**src/rtl/seg7_scan_driver.sv**
```systemverilog
// rtl/seg7_scan_driver.sv - four-digit multiplexed seven-segment driver with anti-ghost blanking
// Snapshots the BCD digits once per frame and blinks the selected field in adjust mode.
module seg7_scan_driver #(
  parameter int GHOST_CYCLES = 4,
  parameter int DP_DIGIT     = 2
) (
  input  logic       clk,
  input  logic       rst_n,
  input  logic [3:0] mt,
  input  logic [3:0] mo,
  input  logic [3:0] st,
  input  logic [3:0] so,
  input  logic       tick_fast,
  input  logic       tick_blink,
  input  logic       adj_mode,
  input  logic       sel,
  output logic [6:0] seg,
  output logic [3:0] an,
  output logic       dp
);

  typedef enum logic {BLANK, DRIVE} state_t;

  localparam logic [7:0] GHOST_LAST = 8'(GHOST_CYCLES - 1);
  localparam logic [1:0] DP_IDX     = 2'(DP_DIGIT);

  state_t      state;
  logic [1:0]  idx;
  logic [7:0]  blank_cnt;
  logic        blink_phase;
  logic [15:0] snapshot;

  logic [15:0] snap_next;
  logic [3:0]  digit;
  logic [6:0]  digit_seg;
  logic        field_off;
  logic [3:0]  drive_an;
  logic [6:0]  drive_seg;
  logic        drive_dp;

  // The idx-0 entry edge decodes the value being captured on that same edge.
  always_comb begin
    snap_next = snapshot;
    if (state == BLANK && idx == 2'd0)
      snap_next = {mt, mo, st, so};
  end

  always_comb begin
    digit = 4'd0;
    case (idx)
      2'd0: digit = snap_next[3:0];
      2'd1: digit = snap_next[7:4];
      2'd2: digit = snap_next[11:8];
      2'd3: digit = snap_next[15:12];
      default: digit = 4'd0;
    endcase
  end

  always_comb begin
    digit_seg = 7'b0111111;
    case (digit)
      4'd0: digit_seg = 7'b1000000;
      4'd1: digit_seg = 7'b1111001;
      4'd2: digit_seg = 7'b0100100;
      4'd3: digit_seg = 7'b0110000;
      4'd4: digit_seg = 7'b0011001;
      4'd5: digit_seg = 7'b0010010;
      4'd6: digit_seg = 7'b0000010;
      4'd7: digit_seg = 7'b1111000;
      4'd8: digit_seg = 7'b0000000;
      4'd9: digit_seg = 7'b0010000;
      default: digit_seg = 7'b0111111;
    endcase
  end

  // sel=1 owns idx 0/1 (seconds), sel=0 owns idx 2/3 (minutes).
  always_comb begin
    field_off = adj_mode & blink_phase & (idx[1] != sel);
    drive_an  = field_off ? 4'b1111 : ~(4'b0001 << idx);
    drive_seg = field_off ? 7'b1111111 : digit_seg;
    drive_dp  = (idx == DP_IDX) ? 1'b0 : 1'b1;
  end

  always_ff @(posedge clk or negedge rst_n) begin
    if (!rst_n) begin
      state       <= BLANK;
      idx         <= 2'd0;
      blank_cnt   <= 8'd0;
      blink_phase <= 1'b0;
      snapshot    <= 16'd0;
      an          <= 4'b1111;
      seg         <= 7'b1111111;
      dp          <= 1'b1;
    end else begin
      if (!adj_mode)
        blink_phase <= 1'b0;
      else if (tick_blink)
        blink_phase <= ~blink_phase;

      case (state)
        BLANK: begin
          if (blank_cnt == GHOST_LAST) begin
            state     <= DRIVE;
            blank_cnt <= 8'd0;
            snapshot  <= snap_next;
            an        <= drive_an;
            seg       <= drive_seg;
            dp        <= drive_dp;
          end else begin
            blank_cnt <= blank_cnt + 8'd1;
            an        <= 4'b1111;
            seg       <= 7'b1111111;
            dp        <= 1'b1;
          end
        end
        DRIVE: begin
          if (tick_fast) begin
            state <= BLANK;
            idx   <= idx + 2'd1;
            an    <= 4'b1111;
            seg   <= 7'b1111111;
            dp    <= 1'b1;
          end else begin
            an  <= drive_an;
            seg <= drive_seg;
            dp  <= drive_dp;
          end
        end
        default: state <= BLANK;
      endcase
    end
  end

endmodule

```
**config.mk**
```make
export PLATFORM = sky130hd
export DESIGN_NAME = seg7_scan_driver
export DESIGN_NICKNAME = d
export VERILOG_FILES = /design/src/rtl/seg7_scan_driver.sv
export SDC_FILE = /design/constraint.sdc
export NUM_CORES = 1
export LEC_CHECK = 0
export CORE_UTILIZATION = 57
export CTS_BUF_LIST = sky130_fd_sc_hd__clkbuf_4 sky130_fd_sc_hd__clkbuf_8 sky130_fd_sc_hd__clkbuf_16
export DETAILED_ROUTE_END_ITERATION = 7
export GPL_TIMING_DRIVEN = 0
export PLACE_DENSITY = 0.93
export SLEW_MARGIN = 20
export SYNTH_ARGS = -nofsm -noshare
export SYNTH_HDL_FRONTEND = slang
export SYNTH_SLANG_ARGS = --single-unit
```
**constraint.sdc**
```tcl
create_clock -name clk -period 5.1 [get_ports clk]
set_input_delay 0.51 -clock clk [delete_from_list [all_inputs] [get_ports clk]]
set_output_delay 0.51 -clock clk [all_outputs]
set_load 0.005 [all_outputs]
```
# After elaboration in Yosys (flattened, before gate mapping)
# Memories as Yosys holds them, arrays and structs flattened.
# Index checks and enable logic that the tools add are counted.
# totals
mem_count,1
mem_bits_ro,112
out_inout_bits,12
ff_bits,40
# mem_list
memory,words,word_bits,rd,rd_clocked_by_memory_dff,wr,line_no,text
(no name shown),16,7,1,0,0,61,case (digit)
# classes
n_shift,1
n_eq_ne,6
bitwise,5
n_addsub,2
n_reduce_logical,4
muxes,20
# ops
cell,n
$mux W7,3
$mux W16,1
$pmux W4 S4,1
$pmux W7 S2,1
$mux W4,3
$add A8 B1 Y8 const B,1
$eq A8 B2 Y1 const B,1
$mux W8,1
$pmux W4 S2,1
$mux W1,7
$eq A2 B2 Y1 const B,2
$not A4 Y4,1
$pmux W1 S2,2
$reduce_and A2 Y1,2
$shl A1 B2 Y4 const A,1
$add A2 B1 Y2 const B,1
$and A1 B1 Y1,2
$eq A2 B1 Y1 const B,1
$logic_not A2 Y1,1
$ne A2 B2 Y1 const B,1
$not A1 Y1,2
$logic_and A1 B1 Y1,1
$ne A1 B1 Y1,1

# Longest topological paths before layout
# Gate-level depths: netlist of run 1.
# An unclocked memory read counts as a cell.
# logic_depth
word_depth,8
ltp_mapped,12
mapped_depth_nobuf,11

# Worst setup path after synthesis of run 1
# No wires, ideal clock.
# synth_path
path_kind,register -> register
from,reg idx[0]
to,reg seg[2]
setup_slack_ps,2736
setup_time_ps,97
n_path_buf,1
arrival_time_ps,2267
path_stages_with_launch,11
path_cell_list,dfrtp_1 inv_1 ha_1 or2b_2 clkbuf_8 a311oi_1 a32o_1 inv_1 ha_1 a21oi_1 o21ai_0
# synth_between
elab_chain_cells,8
word_cells_on_any_way,12
cone_classes,eq/ne: 3; mux: 6; reduce/logical: 2; memory: 1
# synth_rtl
element,line_no,text
from (decl),28,logic [1:0] idx;
from (signal assigned),119,idx <= idx + 2'd1;
$logic_not A2 Y1,"44, 50",
$logic_and A1 B1 Y1,44,if (state == BLANK && idx == 2'd0)
$mux W16,44,
$pmux W4 S4 (*),50,case (idx)
$mem_v2 Z16 W7 (*),n/a,
$mux W7 (*),80,drive_seg = field_off ? 7'b1111111 : digit_seg;
"$mux W7, on equally long branches","117, 102",
$pmux W7 S2 (*),100,case (state)
to (signal assigned),107,seg <= drive_seg;
to (signal assigned),125,seg <= drive_seg;
to (decl),17,"output logic [6:0] seg,"
# Every way passes the cells marked *; elsewhere a longest branch is shown, timed or not.
# A chain may end at the register's enable or synchronous reset.

# Final worst setup path of run 1
# layout_path
from,reg idx[1]
to,reg seg[1]
# layout_between
elab_chain_cells,8
word_cells_on_any_way,14
cone_classes,eq/ne: 4; mux: 6; bitwise: 1; reduce/logical: 2; memory: 1
# layout_rtl
element,line_no
$logic_not A2 Y1,"44, 50"
$logic_and A1 B1 Y1,44
$mux W16,44
$pmux W4 S4,50
$mem_v2 Z16 W7,n/a
$mux W7 (*),80
"$mux W7, on equally long branches","117, 102"
$pmux W7 S2 (*),100
# Marked as above.

==> metrics.csv, run 1 <==
metric;value;unit
outcome;finished, final reports clean;
Chip Width;62.5;um
P_leak;1.11;nW
Design Area, Final;2570;um^2
Pre-antenna DRT Iters;4;
worst vdd ir;0.362;mV
max-cap viol count;0;
largest family of logic cells by synthesized area;multiplexers;
FF+latch count, synth;40;
first-pass GRT wire length;7220;um
CTS buffer count;5;
Compound-Gate Fraction of Synth Area;10.5;%
clock share of power;13.7;%
Seq/Total Area, Yosys;48.7;%
GP Congestion;0.828;
DP Area;2490;um^2
fillcell total;232;
clock sink count;40;
Reg2Reg Setup Slack;2.24;ns
critical path fanouts, max;10;
switch share;40.3;%
Detailed Place HPWL;3070;um
sum of negative setup slack;0;ns
number of nets in the layout;254;
vias in the first global route;1506;
worst-margin pin slew;0.722;ns
gr ovfl total;0;
Slew headroom;51.9;%
Avg Inst Size Synth;11.7;um^2
via count;1517;
min Tclk post-route;2.86;ns
Pwr Total;1.54;mW
clk_lat worst skew;0.36;ns
DRT iter0 DRCs;68;
Residual DRC;0;
initial antenna violation count;0;
Crit path arrival time;3.14;ns
Yosys cell types;36;
Setup WS post-layout;2.24;ns
R2R depth;10;
Simple-Gate Fraction of Synth Area;12.9;%
# rows;21;
multiplexer area fraction after synthesis;13.8;%
CP endpoint kind;register;
I/O pins;34;
post-synthesis xor/xnor area fraction;3.36;%
max-slew violation count;0;
Comb power frac;52.0;%
H-tree lvl count;2;
utilization after layout;75.3;%
final setup fails;0;
DRT Wirelength;4110;um
CP startpoint kind;register;
crit path kind;reg -> reg;
clock root cell;clkbuf_4;
Resize count post-CTS;0;
Setup WS pre-CTS;2.34;ns
chip height;62.5;um
RSZ-0062 raised after global routing;no;
# diodes;0;
Post-Synth Adder-Cell Area;7.19;%
Hold-fix buffers, CTS;0;
syn_nets;213;
Post-Synthesis Cells;179;
die footprint;3910;um^2
Setup Skew;0.0136;ns
WP data required;5.38;ns
Worst-path clk slew;0.12;ns
Post-CTS Setup Inserts;0;
CTS tree;yes;
Final Hold Vio Count;0;
pwr dens;601;nW/um^2
wire per inst;15.4;um
final non-filler cell total;267;
vias per cell;5.68;
largest net degree at the start of global routing;26;
Hold Crit Class;in -> async;
max frequency;350;MHz
initial core utilization;61.1;%
GRT Resource Usage Total;24.4;%
Seq pwr share;34.3;%
synth warn;0;
Core ar.;3420;um^2
Routed Antenna Nets;0;
placed insts;259;
CTS Buffer Depth;2;
Pint;922;uW
hold slack;0.0497;ns
layout cells sized above 1;20.8;%
mapped cell area;2090;um^2
Port Buffer Count;33;
Area Overhead vs Synth;23.1;%
Psw;622;uW
period utilisation layout;56.1;%
-- cell usage in the layout, fill, tap and decap left out, drive strengths merged, types with 7 or more instances in the layout --
cell type and n:
mux2 19, mux2i 7, clkdlybuf4s50 32, dfrtp 28, inv 8, nand2 18, clkbuf 12, dfstp 12
ha 12
-- per-layer routing --
metal  track usage [%]  wire, um  up-vias
li1                  -         -      729
met5                 0         0        -
met2              39.9      2110       40
met3              6.75       212       11
met4              11.6        94        0
met1              29.6      1690      737
-- synthesized netlist by cell type, drive strengths merged --
| cell | instances | area share, % |
|---|---|---|
| a21boi | 1 | 0.36 |
| a21o | 1 | 0.36 |
| a21oi | 2 | 0.48 |
| a22o | 1 | 0.42 |
| a311oi | 3 | 1.3 |
| a31oi | 6 | 1.8 |
| a32o | 1 | 0.48 |
| a32oi | 6 | 2.5 |
| and2 | 4 | 1.2 |
| and3 | 3 | 0.90 |
| and4b | 6 | 2.9 |
| buf | 1 | 0.54 |
| clkbuf | 6 | 1.6 |
| dfrtp | 28 | 34 |
| dfstp | 12 | 15 |
| ha | 12 | 7.2 |
| inv | 8 | 1.4 |
| mux2 | 19 | 10 |
| mux2i | 7 | 3.4 |
| nand2 | 18 | 3.2 |
| nand3 | 5 | 1.2 |
| nand4 | 1 | 0.30 |
| nor2 | 5 | 1.0 |
| nor2b | 3 | 0.90 |
| nor3 | 2 | 0.48 |
| nor4b | 1 | 0.42 |
| o21ai | 6 | 1.4 |
| o31a | 1 | 0.42 |
| o31ai | 1 | 1.0 |
| or2b | 1 | 0.42 |
| xnor2 | 6 | 2.5 |
| xor2 | 2 | 0.84 |
-- cell type report --
class	count	area (um^2)	share of cell area, %
multi-input cells	124	998	38.8
inverters	8	30.0	1.17
well taps	46	57.6	2.24
repair buffers	34	345	13.4
clock inverters	2	35.0	1.36
flip-flops and latches	40	1020	39.5
clock buffers	6	45.0	1.75
plain buffers	7	43.8	1.70
-- flip-flops by register name (all words and copies together), names as in the netlist --
name and flops:
state 1, dp 1, blink_phase 1, seg 7, idx 2, snapshot 16
an 4, blank_cnt 8
-- cell families after synthesis --
family | after synthesis
multiplexers | 26
XOR/XNOR | 8
AO/OA/AOI/OAI | 29
adder cells (fa/ha/maj) | 12
buffers and inverters | 15
AND/OR/NAND/NOR | 49
flip-flops | 40
-- path summary, 6_finish.rpt --
check,from,end
min in group clk,blank_cnt[7],blank_cnt[7]
worst max register to register,idx[1],seg[1]
max in group asynchronous,rst_n,snapshot[4]
worst max-delay path,idx[1],seg[1]
worst min register to register,blank_cnt[7],blank_cnt[7]
worst min-delay path,rst_n,snapshot[14]
-- worst max-delay path, cell delays in order, from the launching register on --
cell      delay [ns]
dfrtp_1         0.46
inv_1           0.12
ha_1            0.30
or2b_2          0.37
clkbuf_8        0.18
mux2i_1         0.13
a32oi_1         0.39
inv_1           0.17
ha_1            0.36
a21oi_1         0.09
o21ai_0         0.20
-- power by group through the flow --
| stage | registers [mW] | clock network, mW | logic, mW |
|---|---|---|---|
| floorplan | 0.514 | 0 | 0.594 |
| global placement | 0.526 | 0 | 0.759 |
| detailed placement | 0.535 | 0 | 0.792 |
| CTS | 0.529 | 0.215 | 0.803 |
| global route | 0.545 | 0.228 | 0.900 |
| finish | 0.530 | 0.211 | 0.803 |
(Power assumes the default switching activity.)
==> inputs of run 2 (changes only) <==
CORE_UTILIZATION = 53   (was 57)
PLACE_DENSITY = 0.88   (was 0.93)
clock period = 2.7 ns   (was 5.1 ns; I/O delays follow)
==> metrics.csv, run 2 (synthesis gave the netlist of run 1 again) <==
metric;value;unit
CTS Buffer Depth;2;
met2 routed WL;2270;um
clock root cell;clkbuf_8;
max-slew violation count;0;
RSZ-0062 raised after global routing;no;
R2R depth;11;
GRT Resource Usage Total;23.5;%
period utilisation layout;94.5;%
top flop regs;snapshot (16), blank_cnt (8), seg (7);
# rows;22;
Chip Width;64.8;um
Final Hold Vio Count;0;
initial core utilization;56.2;%
Setup Skew;0.0127;ns
wl on met1;1770;um
critical path fanouts, max;10;
clock sink count;40;
first-pass GRT wire length;7180;um
Worst-path clk slew;0.08;ns
crit-path max cell delay;0.44;ns
max frequency;392;MHz
P_leak;1.12;nW
Seq pwr share;33.2;%
gr ovfl total;0;
initial antenna violation count;0;
CP delay by family, top;compound AO/OA/AOI/OAI gates;
Comb power frac;53.5;%
Largest Register;snapshot;
Slew headroom;62.1;%
clk_lat worst skew;0.29;ns
I/O pins;34;
DRT Wirelength;4370;um
# diodes;0;
RR Endpoint;seg[1];
Setup WS pre-CTS;-0.161;ns
max-cap viol count;0;
vias in the first global route;1547;
Pwr Total;3.04;mW
Reg2Reg Setup Slack;0.15;ns
H-tree lvl count;2;
CP startpoint kind;register;
worst vdd ir;0.577;mV
most common cell after layout, fill and taps aside;clkdlybuf4s50_1;
Area Overhead vs Synth;26.1;%
via count;1570;
Core ar.;3720;um^2
worst-path cell chain;inv_2, ha_4, or2b_2, clkbuf_8, and3_1, a31oi_1, a32oi_2, inv_2, ha_1, a21oi_1, o21ai_0;
CTS buffer count;5;
max reg flops;16;
layout cells sized above 1;24.2;%
final setup fails;0;
Design Area, Final;2630;um^2
RR Startpoint;idx[0];
GP Congestion;0.814;
Setup WS post-layout;0.149;ns
DP Area;2490;um^2
min Tclk post-route;2.55;ns
DRT iter0 DRCs;162;
Psw;1.24;mW
crit path max-delay cell type;dfrtp_1;
fillcell total;264;
Residual DRC;0;
vias per cell;5.79;
outcome;finished, final reports clean;
Port Buffer Count;33;
CP endpoint kind;register;
Pint;1.80;mW
WL met3;255;um
clock share of power;13.3;%
die footprint;4200;um^2
chip height;64.8;um
worst-margin pin slew;0.569;ns
pwr dens;1160;nW/um^2
Max Used Layer;met4;
number of nets in the layout;256;
Hold Crit Class;in -> async;
CTS tree;yes;
switch share;40.8;%
Crit path arrival time;2.76;ns
worst path bufs/invs;3;
crit path kind;reg -> reg;
WP data required;2.91;ns
Routed Antenna Nets;0;
wire per inst;16.1;um
Detailed Place HPWL;3080;um
largest net degree at the start of global routing;30;
Pre-antenna DRT Iters;4;
cell mode on critical path;inv_2;
most frequent cells in the layout;clkdlybuf4s50_1, dfrtp_1, nand2_1, mux2_2, dfstp_2;
==> run 2: cell types whose count changed in the layout (fill, tap and decap cells not counted), sizes merged <==
| cell | delta |
|---|---|
| bufinv | -1 |
| buf | +1 |
| dlygate4sd3 | +1 |
| clkinv | +1 |
==> run 2: worst max-delay path by stage <==
stage,startpoint,to,slack [ns],depth (start not counted)
finish,idx[0],seg[1],0.15,11
global route,idx[0],seg[6],0.02,10
CTS,idx[1],seg[1],0.06,11
detailed placement,idx[1],seg[1],-0.16,10
global placement,idx[1],seg[1],-0.03,10
floorplan,idx[0],seg[2],0.34,10
==> run 2: cell type report <==
class                   count  area, um^2  area share [%]
repair buffers             36         363            13.8
plain buffers               7        43.8            1.66
clock inverters             2        10.0           0.380
multi-input cells         124        1030            39.0
well taps                  48        60.1            2.28
inverters                   8        30.0            1.14
flip-flops and latches     40        1020            38.6
clock buffers               6        82.6            3.14
==> run 2: routing by layer <==
layer / vias to the layer above / GRT usage, %
li1: 729 / -
met1: 766 / 28.3
met2: 68 / 39.7
met3: 7 / 5.99
met4: 0 / 9.44
met5: - / 0
==> run 2: per-stage QoR <==
stage / hold slack [ns] / setup TNS, ns / utilization, % / std cells
finish: 0.392 / 0 / 70.8 / 271
global route: 0.409 / 0 / 70.8 / 271
CTS: 0.396 / 0 / 70.2 / 270
detailed placement: 0.176 / -0.669 / 67.1 / 261
global placement: 0.462 / -0.0320 / 66.7 / 260
floorplan: -0.0256 / 0 / - / 179
==> run 2: power groups by stage <==
stage               clock [mW]  combinational, mW  sequential (mW)
floorplan                    0               1.12            0.970
global placement             0               1.44            0.994
detailed placement           0               1.49             1.01
CTS                      0.413               1.55             1.00
global route             0.448               1.79             1.04
finish                   0.404               1.63             1.01
==> run 2: repair_timing <==
item                                   4_1_cts  5_1_grt
gates resized for setup                      3        5
setup endpoints to repair                    6        7
gates cloned                                 0        0
setup buffers                                0        1
pin swaps                                    0        2
endpoints found under the hold margin       11        0
hold buffers                                 1        0
